## src/rtl/rv_pkg.sv

```systemverilog
// Shared types and widths for the register-file write side.
package rv_pkg;

    localparam int unsigned XLEN   = 32;
    localparam int unsigned REG_AW = 5;
    localparam int unsigned NREGS  = 32;

    typedef enum logic [1:0] {
        WB_NONE,
        WB_ALU,
        WB_LD
    } wb_src_e;

    typedef struct packed {
        logic [REG_AW-1:0] rd;
        logic [XLEN-1:0]   data;
    } wb_req_t;

endpackage

```

## src/rtl/wb_fifo.sv

```systemverilog
// Synchronous FIFO of write-back requests; head is visible combinationally from registered state.
module wb_fifo
    import rv_pkg::*;
#(
    parameter int unsigned DEPTH = 2
) (
    input  logic    clk,
    input  logic    rst,
    input  logic    push,
    input  wb_req_t din,
    input  logic    pop,
    output wb_req_t head,
    output logic    full,
    output logic    empty
);

    localparam int unsigned AW = $clog2(DEPTH);
    localparam int unsigned PW = AW + 1;

    logic [PW-1:0] wr_ptr;
    logic [PW-1:0] rd_ptr;
    wb_req_t       mem [DEPTH];
    logic          do_push;
    logic          do_pop;

    assign full    = (wr_ptr[AW] != rd_ptr[AW]) && (wr_ptr[AW-1:0] == rd_ptr[AW-1:0]);
    assign empty   = (wr_ptr == rd_ptr);
    assign do_push = push && !full;
    assign do_pop  = pop && !empty;
    assign head    = mem[rd_ptr[AW-1:0]];

    // Pointers carry one extra wrap bit to tell full from empty.
    always_ff @(posedge clk or posedge rst) begin
        if (rst) begin
            wr_ptr <= '0;
            rd_ptr <= '0;
        end else begin
            if (do_push) wr_ptr <= wr_ptr + PW'(1);
            if (do_pop)  rd_ptr <= rd_ptr + PW'(1);
        end
    end

    always_ff @(posedge clk) begin
        if (do_push) mem[wr_ptr[AW-1:0]] <= din;
    end

endmodule

```

## src/rtl/regfile_writeback.sv

```systemverilog
// Merges ALU and buffered load results onto the register-file write port and tracks outstanding loads.
module regfile_writeback #(
    parameter int unsigned LD_DEPTH = 2,
    parameter int unsigned XLEN     = rv_pkg::XLEN
) (
    input  logic            clk,
    input  logic            rst,
    input  logic            alu_valid,
    input  logic [4:0]      alu_rd,
    input  logic [XLEN-1:0] alu_data,
    input  logic            ld_valid,
    output logic            ld_ready,
    input  logic [4:0]      ld_rd,
    input  logic [XLEN-1:0] ld_data,
    input  logic            iss_valid,
    input  logic [4:0]      iss_rd,
    output logic [31:0]     busy,
    output logic            stall_req,
    output logic [4:0]      wa,
    output logic            we,
    output logic [XLEN-1:0] wd
);

    import rv_pkg::*;

    localparam int unsigned PW = rv_pkg::XLEN;

    wb_req_t         ld_req;
    wb_req_t         fifo_head;
    logic            fifo_full;
    logic            fifo_empty;
    logic            fifo_push;
    logic            fifo_pop;
    wb_src_e         sel;
    logic [4:0]      sel_rd;
    logic [XLEN-1:0] sel_data;
    logic [31:0]     busy_d;

    assign ld_ready    = !fifo_full;
    assign stall_req   = fifo_full;
    assign fifo_push   = ld_valid && ld_ready;
    assign ld_req.rd   = ld_rd;
    assign ld_req.data = PW'(ld_data);

    wb_fifo #(
        .DEPTH (LD_DEPTH)
    ) u_fifo (
        .clk   (clk),
        .rst   (rst),
        .push  (fifo_push),
        .din   (ld_req),
        .pop   (fifo_pop),
        .head  (fifo_head),
        .full  (fifo_full),
        .empty (fifo_empty)
    );

    // ALU wins the port; the FIFO head drains only on ALU-idle cycles.
    always_comb begin
        sel      = WB_NONE;
        sel_rd   = '0;
        sel_data = '0;
        fifo_pop = 1'b0;
        busy_d   = busy;
        if (alu_valid) begin
            sel      = WB_ALU;
            sel_rd   = alu_rd;
            sel_data = alu_data;
        end else if (!fifo_empty) begin
            sel      = WB_LD;
            fifo_pop = 1'b1;
            sel_rd   = fifo_head.rd;
            sel_data = XLEN'(fifo_head.data);
        end
        // A new issue to the same register outranks the retiring load.
        if (fifo_pop) busy_d[fifo_head.rd] = 1'b0;
        if (iss_valid && (iss_rd != 5'd0)) busy_d[iss_rd] = 1'b1;
        busy_d[0] = 1'b0;
    end

    always_ff @(posedge clk or posedge rst) begin
        if (rst) begin
            we   <= 1'b0;
            wa   <= '0;
            wd   <= '0;
            busy <= '0;
        end else begin
            we   <= (sel != WB_NONE) && (sel_rd != 5'd0);
            busy <= busy_d;
            if (sel != WB_NONE) begin
                wa <= sel_rd;
                wd <= sel_data;
            end
        end
    end

endmodule

```

## config.mk

```make
export PLATFORM = sky130hd
export DESIGN_NAME = regfile_writeback
export DESIGN_NICKNAME = d
export VERILOG_FILES = /design/src/rtl/rv_pkg.sv /design/src/rtl/wb_fifo.sv /design/src/rtl/regfile_writeback.sv
export SDC_FILE = /design/constraint.sdc
export NUM_CORES = 1
export LEC_CHECK = 0
export ABC_AREA = 0
export CORE_ASPECT_RATIO = 0.6
export CORE_MARGIN = 2
export CORE_UTILIZATION = 51
export DETAILED_ROUTE_END_ITERATION = 8
export PLACE_DENSITY = 0.83
export SLEW_MARGIN = 10
export SYNTH_ARGS = -nofsm -noshare
export SYNTH_HDL_FRONTEND = slang
export SYNTH_SLANG_ARGS = --single-unit
```

## constraint.sdc

```tcl
create_clock -name clk -period 7.21 [get_ports clk]
set_input_delay 1.8025 -clock clk [delete_from_list [all_inputs] [get_ports clk]]
set_output_delay 1.8025 -clock clk [all_outputs]
set_load 0.05 [all_outputs]
```

==> summary.md <==
| Metric | Value |
|---|---|
| Most common cell after layout, fill and taps aside | `clkdlybuf4s50_1` |
| Ant diodes | `0` |
| Prevailing post-synth register cell | `edfxtp_1` |
| Switch share | `44.19%` |
| Cell Pwr Density | `525.4 nW/µm²` |
| Tmin final | `4.185 ns` |
| Antenna-violating nets left | `0` |
| # IOs | `156` |
| Die area | `12450 µm²` |
| Setup Crit Path Kind | `reg -> out` |
| Relative slew margins | `24.80%` |
| Routed vias/inst | `5.762` |
| Via count | `4333` |
| Ys async rst share | `49.66%` |
| Final Skew | `~0.015 ns` |
| Footprint of the multi-input gates | `1718 µm²` |
| Crit path launch type | `flop` |
| CTS Hold Bufs | `0` |
| Final Max Tran Viols | `0` |
| RD Place Congestion | `around 0.89` |
| Area Growth Syn to Fin | `37.85%` |
| Clock share of power | `between 20% and 30%` |
| DP HPWL | `10270 µm` |
| Syn_nets | `524` |
| Setup tns final | `0 ns` |
| Die Y | `87.25 µm` |
| Total power | `roughly 4.3 mW` |
| Status | `complete, no violations` |
| Dpl cells | `720` |
| Net switching power | `1.885 mW` |
| Worst-skew pair later-pin latency | `0.42 ns` |
| Leak | `roughly 3.1 nW` |
| Number of core rows | `30` |
| Critical Path AT | `2.38 ns` |
| Clock sink count | `147` |
| Synth top area share | `37.72%` |
| Gate power share | `46.1%` |
| Worst Path Required | `5.41 ns` |
| Final hold vios | `0` |
| Root buf cell | `clkbuf_16` |
| Fmax | `0.2390 GHz` |
| Port bufs | `154` |
| Register area | `4050 µm²` |
| WL per Instance | `approximately 20 µm` |
| Mapped Area | `5891 µm²` |
| Worst vdd ir | `0.3040 mV` |
| Post-synth EDFFs | `74` |
| Synth Register Bits | `147` |
| Total CTS buffers | `17` |
| Final net count | `679` |
| # fillers | `763` |
| Yosys top cell by area | `edfxtp_1` |
| GRT overflow | `0` |
| Avg Cell Area, Syn | `13.39 µm²` |
| Max-cap violations | `0` |
| Period Utilization, post-route | `58.04%` |
| Final core utilization | `72.11%` |
| Routed WL | `15100 µm` |
| Ys Warns | `0` |
| Hold/Removal Path Class | `reg -> reg` |
| P_int | `2.381 mW` |
| Wl on met1 | `6684 µm` |
| Final setup violating endpoints | `0` |
| Synth top area cells | `edfxtp_1 38%, dfrtp_1 31%, mux2i_1 6.1%` |
| Finished Layout Cells | `752` |
| Sequential share of power | `33.8%` |
| Resized cells post-CTS | `0` |
| Vias in the first global route | `4277` |
| Most frequent cells in the layout | `154 x clkdlybuf4s50_1, 74 x edfxtp_1, 72 x dfrtp_1` |
| Seq/Total Area, Yosys | `68.73%` |
| Core Area | `around 11000 µm²` |
| Worst-path fanout max | `8` |
| H-tree level count | `4` |
| Global-route wire length before repair | `23160 µm` |
| DRT iter0 DRCs | `roughly 340` |
| Synth Instances | `440` |
| RSZ-0062 raised after global routing | `no` |
| Initial antenna violation count | `0` |
| Drt pass-1 iters | `5` |
| Least-Margin Pin Slew | `roughly 1.1 ns` |
| Die width | `between 100 and 150 µm` |
| DR top layer | `met4` |
| Count of unique library cells instantiated by Yosys | `35` |
| Setup crit end kind | `primary output` |
| Met2 WL | `6818 µm` |
| DRC | `0` |
| CTS tree | `done` |
| Met3 WL | `1353 µm` |
| GRT Util Overall | `around a quarter` |
| Clock transition at path regs | `0.06 ns` |
| Initial core utilization | `52.31%` |
| Number of setup buffers added after CTS | `0` |
| Largest buffer count on any clock path | `2` |
| Maximum number of pins on one net before global-route repair | `74` |
| Fraction of layout cells with a size suffix above 1 | `7.895%` |
[area by class of cell]
type / instances / share of cell area (%)
clock buffers: 17 / 5.239
clock inverters: 15 / 1.926
inverters: 3 / 0.1387
multi-input cells: 267 / 21.16
flip-flops and latches: 147 / 49.88
well taps: 144 / 2.219
repair buffers: 159 / 19.45
[critical path, cell delays in order, from the launching register on]
cell,delay [ns]
dfrtp_1,0.53
xor2_4,0.33
nand2b_1,0.26
clkdlybuf4s50_1,0.84
[per-stage QoR]
stage / hold WS (ns) / cell area, µm² / setup WS [ns]
floorplan: 0.4908 / 5891 / 3.318
global route: 0.5336 / 8120 / 2.951
CTS: 0.5047 / 8120 / 3.041
global placement: 0.4844 / 7538 / 3.455
detailed placement: 0.4912 / 7538 / 3.334
finish: 0.5074 / 8120 / 3.025
[final timing paths]
check	end	slack, ns	cells after the start	startpoint
max	ld_ready	3.03	3	u_fifo.wr_ptr[0]
min	busy[16]	0.51	2	busy[16]
max reg2reg	u_fifo.mem[0][4]	4.65	4	u_fifo.wr_ptr[0]
min reg2reg	busy[16]	0.51	2	busy[16]
max in group asynchronous	u_fifo.rd_ptr[0]	4.55	3	rst
min in group asynchronous	busy[29]	2.00	3	rst
[flip-flops by register name, indices dropped and copies added, names as in the netlist]
name           cells
u_fifo.rd_ptr      2
u_fifo.wr_ptr      2
wd                32
wa                 5
u_fifo.mem        74
busy              31
we                 1
[kinds of logic (layout without fill, tap and decap cells)]
kind of cell | after synthesis | in the layout | share of synthesized area (%)
AO/OA/AOI/OAI | 116 | 116 | 12.79
buffers and inverters | 26 | 194 | 2.315
XOR/XNOR | 6 | 6 | 1.529
other | 1 | 1 | 0.06366
multiplexers | 39 | 39 | 6.691
flip-flops | 147 | 147 | 68.73
AND/OR/NAND/NOR | 105 | 105 | 7.880
[cell usage after synthesis, types with 5 or more instances]
cell type	instances
mux2i_1	36
nand2_1	71
o21ai_1	13
buf_2	8
o31ai_1	24
edfxtp_1	74
o21ai_0	36
a22oi_1	37
buf_4	5
dfrtp_1	73
nor2_1	13
[metal layers]
layer  global-route usage (%)  vias up
met5                        0        -
met4                    8.641        0
met3                    7.092       25
met2                    36.54      242
met1                    37.09     2119
li1                         -     1947
[power groups by stage]
stage | sequential, mW | combinational, mW | clock, mW
2_1_floorplan | 2.08 | 0.644 | 0
3_3_place_gp | 1.43 | 1.92 | 0
3_5_place_dp | 1.44 | 1.96 | 0
4_1_cts | 1.44 | 1.96 | 0.869
5_1_grt | 1.47 | 2.07 | 0.907
6_report | 1.44 | 1.97 | 0.859
No activity file was read; power rests on OpenSTA's default activity.
